==> src/rtl/aes_mixcolumns_iter.sv <==
// aes_mixcolumns_iter: iterative AES MixColumns, one 32-bit column per clock, with final-round bypass
//   clk, rst_n (sync, active-low)
//   in_valid/in_ready/in_state[127:0]/in_bypass   : ShiftRows side, column-major, s0 in MSB
//   out_valid/out_ready/out_state[127:0]           : AddRoundKey side, same byte order
module aes_mixcolumns_iter (
    input  logic         clk,
    input  logic         rst_n,
    input  logic         in_valid,
    output logic         in_ready,
    input  logic [127:0] in_state,
    input  logic         in_bypass,
    output logic         out_valid,
    input  logic         out_ready,
    output logic [127:0] out_state
);
    typedef enum logic [1:0] {IDLE, COMPUTE, DONE} state_t;
    state_t state, state_nx;
    logic [127:0] w;
    logic [1:0] k;
    logic byp;
    logic [31:0] col, mixed;
    logic [7:0] a0, a1, a2, a3;
    function automatic logic [7:0] xt(input logic [7:0] x);
        return {x[6:0], 1'b0} ^ (x[7] ? 8'h1b : 8'h00);
    endfunction
    // column k lives at bits [127-32k -: 32]; ~k gives 3-k
    assign col = w[{~k, 5'b0} +: 32];
    assign {a0, a1, a2, a3} = col;
    assign mixed = {xt(a0) ^ xt(a1) ^ a1 ^ a2 ^ a3,
                    a0 ^ xt(a1) ^ xt(a2) ^ a2 ^ a3,
                    a0 ^ a1 ^ xt(a2) ^ xt(a3) ^ a3,
                    xt(a0) ^ a0 ^ a1 ^ a2 ^ xt(a3)};
    assign in_ready  = state == IDLE;
    assign out_valid = state == DONE;
    always_comb begin
        state_nx = state;
        case (state)
            IDLE:    state_nx = in_valid ? COMPUTE : IDLE;
            COMPUTE: state_nx = (byp || k == 2'd3) ? DONE : COMPUTE;
            DONE:    state_nx = out_ready ? IDLE : DONE;
            default: state_nx = IDLE;
        endcase
    end
    // a bypassed state still spends one cycle in COMPUTE so its result lands one edge after accept
    always_ff @(posedge clk) begin
        if (!rst_n) begin
            state     <= IDLE;
            w         <= '0;
            k         <= '0;
            byp       <= 1'b0;
            out_state <= '0;
        end else begin
            state <= state_nx;
            if (state == IDLE && in_valid) begin
                w   <= in_state;
                byp <= in_bypass;
                k   <= '0;
            end
            if (state == COMPUTE) begin
                if (byp) out_state <= w;
                else out_state[{~k, 5'b0} +: 32] <= mixed;
                k <= k + 2'd1;
            end
        end
    end
endmodule
==> config.mk <==
export PLATFORM = sky130hd
export DESIGN_NAME = aes_mixcolumns_iter
export DESIGN_NICKNAME = d
export VERILOG_FILES = /design/src/rtl/aes_mixcolumns_iter.sv
export SDC_FILE = /design/constraint.sdc
export NUM_CORES = 1
export LEC_CHECK = 0
export ABC_AREA = 1
export CORE_UTILIZATION = 25
export DETAILED_ROUTE_END_ITERATION = 10
export DONT_BUFFER_PORTS = 1
export PLACE_DENSITY_LB_ADDON = 0.2
export SLEW_MARGIN = 10
export SYNTH_ARGS = -nofsm -noshare
export SYNTH_HDL_FRONTEND = slang
export SYNTH_SLANG_ARGS = --single-unit
==> constraint.sdc <==
create_clock -name clk -period 2.8 [get_ports clk]
set_input_delay 0 -clock clk [delete_from_list [all_inputs] [get_ports clk]]
set_output_delay 0 -clock clk [all_outputs]
set_load 0.02 [all_outputs]
## After elaboration in Yosys (flattened, before gate mapping)

Index checks and enable logic that the tools add are counted.

| storage, ports and cells | value |
|---|---|
| flip-flop bits (word level) | 261 |
| word-level logic and storage cells | 50 |

| cells by class | value |
|---|---|
| add/subtract/negate cells | 2 |
| equal/unequal tests | 3 |
| shifts and indexed selects | 3 |
| muxes and demuxes | 12 |
| bitwise logic cells | 21 |
| reductions and logical operators | 4 |

Operators by type and width:

| cell | count |
|---|---|
| 128-bit bitwise mux | 1 |
| 128-bit 2-to-1 mux | 1 |
| 32-bit by 9-bit variable shift with 128-bit output, first input constant | 1 |
| 128-bit by 8-bit variable part select with 32-bit output | 1 |
| 32-bit by 9-bit variable part select with 128-bit output | 1 |
| 8-bit XOR | 16 |
| 8-bit by 5-bit XOR with 8-bit output | 4 |
| 5-bit 2-to-1 mux | 4 |
| 7-bit negator with 9-bit output | 1 |
| 2-bit 2-to-1 mux | 4 |
| 2-bit case mux with 3 select lines | 1 |
| 2-bit equality test, second input constant | 2 |
| 2-bit by 1-bit adder with 2-bit output, second input constant | 1 |
| 2-bit by 1-bit equality test with 1-bit output, second input constant | 1 |
| 2-bit zero test | 1 |
| 2-bit inverter | 1 |
| 2-bit nonzero test | 1 |
| 1-bit logical AND | 1 |
| 1-bit logical OR | 1 |
| 1-bit 2-to-1 mux | 1 |

## Longest topological paths before layout

Gate-level depths: netlist of the first run.

| logic depth | value |
|---|---|
| depth in word-level cells | 11 |
| gate-level depth with buffers | 17 |
| mapped depth without buffers | 14 |

## Least setup slack after synthesis of the first run

OpenSTA, ideal clock, no wires.

| path | value |
|---|---|
| path type | flip-flop to flip-flop |
| start | register k[0] |
| end | register out_state[125] |
| library setup time | 70 ps |
| arrival | 2,427 ps |
| required time | 2,730 ps |
| slack | 303 ps |
| cell stages (with the launch flop) | 12 |
| buffers on the path | 6 |
| period minus slack after synthesis | 2,497 ps |
| cells stage by stage | dfxtp_1 -> buf_6 -> inv_6 -> buf_6 -> buf_6 -> clkbuf_1 -> buf_2 -> ha_1 -> nor3_1 -> clkbuf_1 -> nand4_1 -> a21oi_1 |

| between the ends | value |
|---|---|
| longest elaborated chain between the ends | 11 |
| elaborated cells on any way between the ends | 31 |

RTL lines:

| what | RTL line | text |
|---|---|---|
| start: declaration | 19 | `logic [1:0] k;` |
| start signal: assignment | 62 | `k <= k + 2'd1;` |
| 2-bit inverter * | 27, 61 |  |
| 128-bit by 8-bit variable part select with 32-bit output | 27 | `assign col = w[{~k, 5'b0} +: 32];` |
| 5-bit 2-to-1 mux | 24 | `return {x[6:0], 1'b0} ^ (x[7] ? 8'h1b : 8'h00);` |
| 8-bit by 5-bit XOR with 8-bit output | 24 |  |
| 8-bit XOR, on equally long branches (4 in series) | 32, 29, 30 |  |
| 32-bit by 9-bit variable part select with 128-bit output | 61 | `else out_state[{~k, 5'b0} +: 32] <= mixed;` |
| 128-bit bitwise mux * | 61 |  |
| 128-bit 2-to-1 mux * | 60 | `if (byp) out_state <= w;` |
| end signal: assignment | 60 |  |
| end signal: indexed assignment | 61 |  |
| end: declaration | 14 | `output logic [127:0] out_state` |

Every way passes the cells marked *; elsewhere a longest branch is shown, timed or not.
A chain may end at the register's enable or synchronous reset.

## Worst setup path in the final report of the first run

| path | value |
|---|---|
| start | register k[0] |
| end | register out_state[127] |

Same word-level chain as after synthesis.

==> results.yml, run 1 <==
floorplan:
  ios: 263
  fp-row-count: 85
  die_area_um2: 55300
  fp.dieH_um: 235
  initial_core_util_pct: 25.3
  core_area_um2: 53700
  die_w_um: 235
route:
  drtPass1Iterations: 6
  ant_nets: 0
  wl_per_cell_um: 24.0
  dr.first_iter.drc_count: 1419
  finalWirelength_mm: 72.2
  remaining_drc_errors: 0
  post_drt_via_cell_ratio: 5.16
  dr_total_vias: 15500
pwr:
  peakVddDrop_v: 0.000443
  power_density_nw_per_um2: 761
  power_leakage_nw: 7.69
  power_mw: 13.5
cts:
  clockBufferDepth: 3
  cts.clk_slew.worst_paths_ps: 60
  insertion_delay_ps: 590
  cts_root_buffer: "clkbuf_16"
  cts_tree: "yes"
  cts-htree-levels: 1
  cts_buffers: 31
  clock_sinks: 261
synth:
  synth-edff-count: 0
  yosysTopAreaCell: "dfxtp_1"
  synth_xor_area_share_pct: 0.884
  synth_top_area_share_pct: 38.5
  netlist_area_um2: 13600
  ys_seq_area_share_pct: 38.5
  synth_common_cells: "628 x nand2_1, 267 x a21oi_1, 261 x dfxtp_1"
  synth.net_count: 2267
  ys_ff_latch: 261
  synth-simple-area-share_pct: 34.5
  synthArstFlopShare_pct: 0
  syn_area_per_cell_um2: 6.38
  synth.area.mux_share_pct: 0
  yosysMostFrequentCell: "nand2_1"
  synth-compound-area-share_pct: 19.5
  yosysUniqueCellTypes: 31
  synth_fa_ha_area_share_pct: 0.368
  synth_cells: 2130
  yosys_warnings: 0
  synth_top_family_by_area: "simple AND/OR/NAND/NOR gates"
  yosys_most_used_dff: "dfxtp_1"
  yosys-top-cells-area: "dfxtp_1 38%, nand2_1 17%, a21oi_1 9.8%"
timing:
  fin_setup_tns_ps: 0
  setup_viol: 0
  rsz0062_at_grt: "false"
  post-route-period-util_pct: 95.2
  fin_skew_ps: 13.7
  clock.fmax_ghz: 0.375
  fin_crit_ps: 2670
  setup_ws_ps: 135
  hold_viol_final: 5
  drv_slew: 0
  maxSlewHeadroom_pct: 37.7
  tightest_slew_ps: 934
  whs_ps: -28.3
setup_path:
  critPathLaunchType: "register"
  reg2reg_depth: 12
  slowest_stage: "xor2_2"
  crit_top_cell: "nand2_1"
  path_cells: "buf_4 > nand2_1 > nand2_1 > nand2_1 > nand2_2 > nand2_2 > nand2_1 > nand2_1 > nand2_1 > xor2_2 > nand4_1 > a21oi_1"
  cp-end-kind: "register"
  path_class: "register to register"
  cp.required_ps: 3310
  critPathMaxFanout: 31
  crit_arrival_ps: 3180
  crit_path_max_incr_delay_ps: 470
cells_and_area:
  drive_gt1_share_pct: 9.62
  diodes: 0
  fin_nets: 2430
  syn_to_final_growth_pct: 30.2
  final_cells: 3013
  fill_cells: 5834
outcome:
  violations: "negative hold slack"
  status: "finished with violations"
grt:
  grt_usage_pct: 25.5
  grt_pass1_vias: 14400
  antenna_found_initial: 0
  grt_pass1_wl_mm: 104
  grt_max_degree: 233
  grt_overflow: 0
placement:
  dp_hpwl_mm: 53.3
  portBuffers: 0
  place_inst: 2798
  gp_congestion: 1.00
  dp_slack_ps: 242
worst_hold_path:
  hold_depth: 3
  hold_path_class: "primary input to register"
job:
  drv_cap: 0
-- cell families (layout without fill, tap and decap cells) --
kind of cell / after synthesis / count (layout)
buffers and inverters: 194 / 381
and+or+nand+nor: 1134 / 1134
adders and majority gates: 4 / 4
AOI/OAI and AO/OA: 528 / 528
DFF: 261 / 261
xor gates and xnor gates: 9 / 9
-- placed cells by master (no fill, tap or decap), types with 4 or more instances in the layout --
cell type,instances
nand3_1,169
clkbuf_16,31
inv_1,35
nor2_1,255
nand2_1,627
o21ai_0,258
clkinv_2,8
xnor2_1,4
buf_12,27
clkbuf_8,6
ha_1,4
dlygate4sd3_1,157
nand2_2,17
nand3b_1,4
inv_2,6
buf_4,96
clkbuf_1,9
a21oi_1,264
nor2_2,7
dfxtp_1,258
nand4_1,47
-- timing repair --
action | CTS | global route
buffers inserted | 0 | 0
hold buffers | 158 | 0
resized for setup | 0 | 1
endpoints found under the hold margin | 261 | 0
endpoints found under the setup margin | 0 | 1
-- registers in the layout (all words and copies together) (netlist names) --
name       count
w            128
out_state    128
byp            1
state          2
k              2
-- cell type report --
cell class | count | area [µm²] | share of cell area, %
multi-input cells | 1675 | 7560 | 42.7
flip-flops and latches | 261 | 5230 | 29.6
repair buffers | 281 | 2860 | 16.2
clock buffers | 46 | 892 | 5.04
well taps | 696 | 871 | 4.92
inverters | 43 | 168 | 0.948
clock inverters | 11 | 113 | 0.636
-- final timing paths --
check | slack, ps | from | endpoint
max | 130 | k[0] | out_state[127]
min | -30 | rst_n | out_state[34]
max reg2reg | 130 | k[0] | out_state[127]
min reg2reg | 510 | w[55] | w[55]
-- critical path: cells and delay by family, from the launching register on --
kind,cells,cell delay (ps)
simple gates,9,1150
buf+inv,1,370
xor+xnor,1,470
flops,1,400
compound gates,1,180
-- stage by stage --
step	utilization, %	hold WS [ps]	cell area (µm²)
finish	32.9	-28.3	17700
global route	32.9	17.4	17700
CTS	32.9	2.00	17700
detailed placement	28.1	163	15100
global placement	28.1	158	15100
floorplan	-	167	13600
-- power breakdown --
| part | internal, mW | switching (mW) |
|---|---|---|
| logic | 1.74 | 3.04 |
| clock network | 2.37 | 1.70 |
| registers | 4.04 | 0.574 |
-- layer usage --
| metal | vias up | GRT usage, % | part of all wire [%] |
|---|---|---|---|
| met5 | - | 0 | 0 |
| met4 | 0 | 7.18 | 2.8 |
| met3 | 94 | 4.37 | 6.5 |
| met2 | 557 | 40.9 | 45 |
| met1 | 7472 | 34.9 | 45 |
| li1 | 7422 | - | - |
(Power assumes the default switching activity.)
==> inputs of run 2 (changes only) <==
Settings changed: CTS_BUF_LIST from default to sky130_fd_sc_hd__clkbuf_8 sky130_fd_sc_hd__clkbuf_16.
==> results.yml, run 2 (same netlist as run 1, synthesis figures left out) <==
outcome:
  status: "finished with violations"
  violations: "negative hold slack"
worst_hold_path:
  hold_path_class: "primary input to register"
  hold_path.startpoint: "rst_n"
route:
  dr.first_iter.drc_count: 1574
  dr_total_vias: 15500
  ant_nets: 0
  drtPass1Iterations: 6
  post_drt_via_cell_ratio: 5.14
  wl_per_cell_um: 23.9
  remaining_drc_errors: 0
  finalWirelength_mm: 72.1
timing:
  whs_ps: -32.4
  fin_skew_ps: 16.5
  maxSlewHeadroom_pct: 37.7
  setup_viol: 0
  fin_setup_tns_ps: 0
  clock.fmax_ghz: 0.377
  drv_slew: 0
  tightest_slew_ps: 934
  hold_viol_final: 4
  post-route-period-util_pct: 94.8
  rsz0062_at_grt: "false"
  fin_crit_ps: 2650
  setup_ws_ps: 145
cts:
  clock_sinks: 261
  cts.clk_slew.worst_paths_ps: 60
  cts-htree-levels: 1
  cts_setup_buffers: 0
  cts_buffers: 31
  cts_tree: "yes"
  cts_root_buffer: "clkbuf_16"
  clockBufferDepth: 3
  insertion_delay_ps: 590
cells_and_area:
  seqCellArea_um2: 5230
  syn_to_final_growth_pct: 30.2
  multi_input_area_um2: 7560
  fin_area_um2: 17700
  final_cell_mix: "627 x nand2_1, 264 x a21oi_1, 258 x o21ai_0, 258 x dfxtp_1, 255 x nor2_1"
  final_cells: 3013
  fill_cells: 5834
  final_common_cell: "nand2_1"
  reg_top3: "out_state: 128 flops, w: 128 flops"
  diodes: 0
  fin_nets: 2430
  drive_gt1_share_pct: 9.62
placement:
  dp_slack_ps: 242
  gp_congestion: 1.00
  place_inst: 2798
  dp_hpwl_mm: 53.3
  placed_cell_area_um2: 15100
  portBuffers: 0
floorplan:
  fp.dieH_um: 235
  initial_core_util_pct: 25.3
  ios: 263
  core_area_um2: 53700
  fp-row-count: 85
  die_area_um2: 55300
  die_w_um: 235
job:
  drv_cap: 0
pwr:
  peakVddDrop_v: 0.000443
  power_density_nw_per_um2: 758
  power_leakage_nw: 7.73
grt:
  grt_overflow: 0
  grt_pass1_wl_mm: 104
  grt_pass1_vias: 14400
  grt_max_degree: 233
  grt_usage_pct: 25.5
  antenna_found_initial: 0
setup_path:
  critPathMaxFanout: 32
  cp-end-kind: "register"
  path_cells: "inv_6 > buf_4 > buf_4 > ha_1 > inv_1 > a21oi_2 > buf_4 > o21ai_0 > dlygate4sd3_1 > a21oi_1"
  timing.rr.start: "k[0]"
  crit_path_max_incr_delay_ps: 590
  cp.required_ps: 3310
  critPathLaunch: "k[0]"
  critPathLaunchType: "register"
  path_class: "register to register"
  slowest_stage: "dlygate4sd3_1"
  crit_arrival_ps: 3170
  crit_top_cell: "buf_4"
[run 2: path summary, 6_finish.rpt]
kind	slack (ps)	cells after the start	end
max reg2reg	150	10	out_state[46]
min reg2reg	510	2	w[56]
max	150	10	out_state[46]
min	-30	3	out_state[34]
[run 2: routing by layer]
layer	vias to the layer above	wire length [µm]	track usage, %
li1	7419	-	-
met1	7409	32500	34.9
met2	582	32500	40.9
met3	88	5010	4.37
met4	0	2050	7.18
met5	-	0	0
[run 2: metrics by stage]
stage / power [mW] / hold slack (ps) / utilization (%)
CTS: 13.4 / 2.00 / 32.9
global placement: 9.15 / 158 / 28.1
floorplan: 6.62 / 167 / -
detailed placement: 9.14 / 163 / 28.1
finish: 13.4 / -32.4 / 32.9
global route: 14.0 / 17.4 / 32.9
[run 2: area by class of cell]
cell class              instances  area share (%)
inverters                      43           0.948
clock inverters                20           0.827
multi-input cells            1675            42.7
well taps                     696            4.92
flip-flops and latches        261            29.6
clock buffers                  37            4.85
repair buffers                281            16.2
[run 2: critical path: cells and delay by family (launching register included)]
family | cells | cell delay [ps]
flops | 1 | 360
compound gates | 3 | 430
buf+inv | 6 | 1620
fa+ha+maj | 1 | 150
[run 2: power breakdown]
group / total [mW] / internal [mW] / switching (mW)
clock network: 4.03 / 2.34 / 1.69
logic: 4.76 / 1.74 / 3.03
registers: 4.62 / 4.04 / 0.574
total: 13.4 / 8.12 / 5.29
[run 2: timing repair]
item	in CTS	in global routing
hold buffers	158	0
gates resized for setup	0	1
hold endpoints to repair	261	0
endpoints found under the setup margin	0	1
==> inputs of run 3 (changes only) <==
Settings changed: GPL_TIMING_DRIVEN from default to 0.
==> results.yml, run 3 (same netlist as run 1, synthesis figures left out) <==
grt:
  grt_pass1_vias: 15100
  grt_usage_pct: 28.9
  antenna_found_initial: 5
  grt_pass1_wl_mm: 114
  grt_overflow: 0
  grt_max_degree: 18
setup_path:
  timing.rr.start: "k[1]"
  reg2reg_depth: 12
  slowest_stage: "dfxtp_1"
  critPathMaxFanout: 10
  cp.required_ps: 3300
  crit_path_max_incr_delay_ps: 460
  path_class: "register to register"
  crit_top_cell: "nand2_1"
  cp-end-kind: "register"
  path_cells: "buf_4 > buf_2 > nand3_1 > nand2_1 > nand2_1 > nand2_1 > nand2_1 > nand3_1 > nand2_1 > nor2_2 > nand3_1 > a21oi_1"
  r2r-end: "out_state[42]"
  crit_arrival_ps: 3270
  critPathLaunchType: "register"
  r2r_slack_ps: 30
timing:
  whs_ps: 79.4
  setup_ws_ps: 31.4
  maxSlewHeadroom_pct: 31.4
  setup_viol: 0
  clock.fmax_ghz: 0.361
  drv_slew: 0
  rsz0062_at_grt: "false"
  tightest_slew_ps: 1030
  hold_viol_final: 0
  fin_crit_ps: 2770
  fin_skew_ps: 61.4
  post-route-period-util_pct: 98.9
cells_and_area:
  reg_top3: "out_state: 128 flops, w: 128 flops"
  fill_cells: 5922
  final_common_cell: "nand2_1"
  drive_gt1_share_pct: 8.45
  seqCellArea_um2: 5230
  syn_to_final_growth_pct: 26.1
  final_cells: 3017
  final_cell_mix: "602 x nand2_1, 263 x a21oi_1, 260 x dfxtp_1"
  fin_area_um2: 17100
  fin_nets: 2434
  multi_input_area_um2: 7740
cts:
  cts_buffers: 30
  cts.clk_slew.worst_paths_ps: 60
  cts_tree: "yes"
  clock_sinks: 261
  cts-htree-levels: 1
  cts_root_buffer: "clkbuf_16"
  insertion_delay_ps: 630
  clockBufferDepth: 3
worst_hold_path:
  hold_path_end: "w[81]"
  hold_path_class: "primary input to register"
  hold_depth: 3
  hold_path.startpoint: "in_state[81]"
outcome:
  status: "finished clean"
route:
  dr_total_vias: 16100
  dr.first_iter.drc_count: 1687
  drtPass1Iterations: 6
  finalWirelength_mm: 81.8
  remaining_drc_errors: 0
  post_drt_via_cell_ratio: 5.34
  wl_per_cell_um: 27.1
  ant_nets: 0
floorplan:
  fp.dieH_um: 235
  core_area_um2: 53700
  ios: 263
  initial_core_util_pct: 25.3
  die_w_um: 235
  die_area_um2: 55300
  fp-row-count: 85
pwr:
  peakVddDrop_v: 0.000537
  power_mw: 12.9
  power_leakage_nw: 7.38
  power_density_nw_per_um2: 754
job:
  drv_cap: 0
placement:
  dp_hpwl_mm: 63.8
  gp_congestion: 0.997
  place_inst: 2826
  portBuffers: 0
  placed_cell_area_um2: 14500
  dp_slack_ps: -1620
[run 3: cell types whose count changed in the layout (fill, tap and decap cells not counted), sizes merged, moves of 2 or more]
cell	change
clkinv	-2
dlygate4sd3	-27
clkbuf	+101
diode	+2
buf	-70
[run 3: through the flow]
stage | TNS, ps | utilization [%]
after detailed placement | -243340 | 26.9
final | 0 | 31.9
after CTS | 0 | 31.7
after floorplan | 0 | -
after global placement | -230380 | 26.9
after global routing | 0 | 31.9
[run 3: area by class of cell]
class | instances | area share [%]
antenna | 2 | 0.0292
buffer | 147 | 4.32
clock buffer | 36 | 4.86
clock inverter | 18 | 0.796
inverter | 43 | 0.985
multi-input combinational | 1675 | 45.1
sequential | 261 | 30.5
tap | 696 | 5.08
timing repair buffer | 139 | 8.30
[run 3: routing by layer]
layer  up-vias  part of all wire (%)  GRT usage, %
li1       7434                     -             -
met1      7702                    42          37.4
met2       784                    44          45.1
met3       174                   7.7          5.86
met4         2                   6.2          15.6
met5         -                 0.023             0
[run 3: worst max-delay path by stage]
stage,startpoint,end,slack [ps],depth (start not counted)
CTS,k[1],out_state[2],8,9
floorplan,k[0],out_state[125],300,11
global placement,k[0],out_state[37],-1690,12
detailed placement,k[0],out_state[37],-1620,12
finish,k[1],out_state[42],30,12
global route,k[0],out_state[116],1,15
[run 3: worst max-delay path: cells and delay by family (launching register included)]
kind                   cells  cell delay, ps
AO/OA/AOI/OAI              1             140
AND/OR/NAND/NOR            9            1450
flip-flops                 1             460
buffers and inverters      2             600
[run 3: repair_timing]
| action | 4_1_cts | 5_1_grt |
|---|---|---|
| hold endpoints to repair | 130 | 0 |
| endpoints found under the setup margin | 261 | 114 |
| gates resized for setup | 67 | 36 |
| pin swaps | 6 | 3 |
| setup buffers | 9 | 0 |
| hold buffers | 130 | 0 |
[run 3: where the power goes]
group          internal (mW)  leakage [nW]  switching, mW
Combinational           1.09          4.72           3.34
Clock                   2.19         0.509           1.69
Sequential              4.04          2.15          0.576
Total                   7.33          7.38           5.60
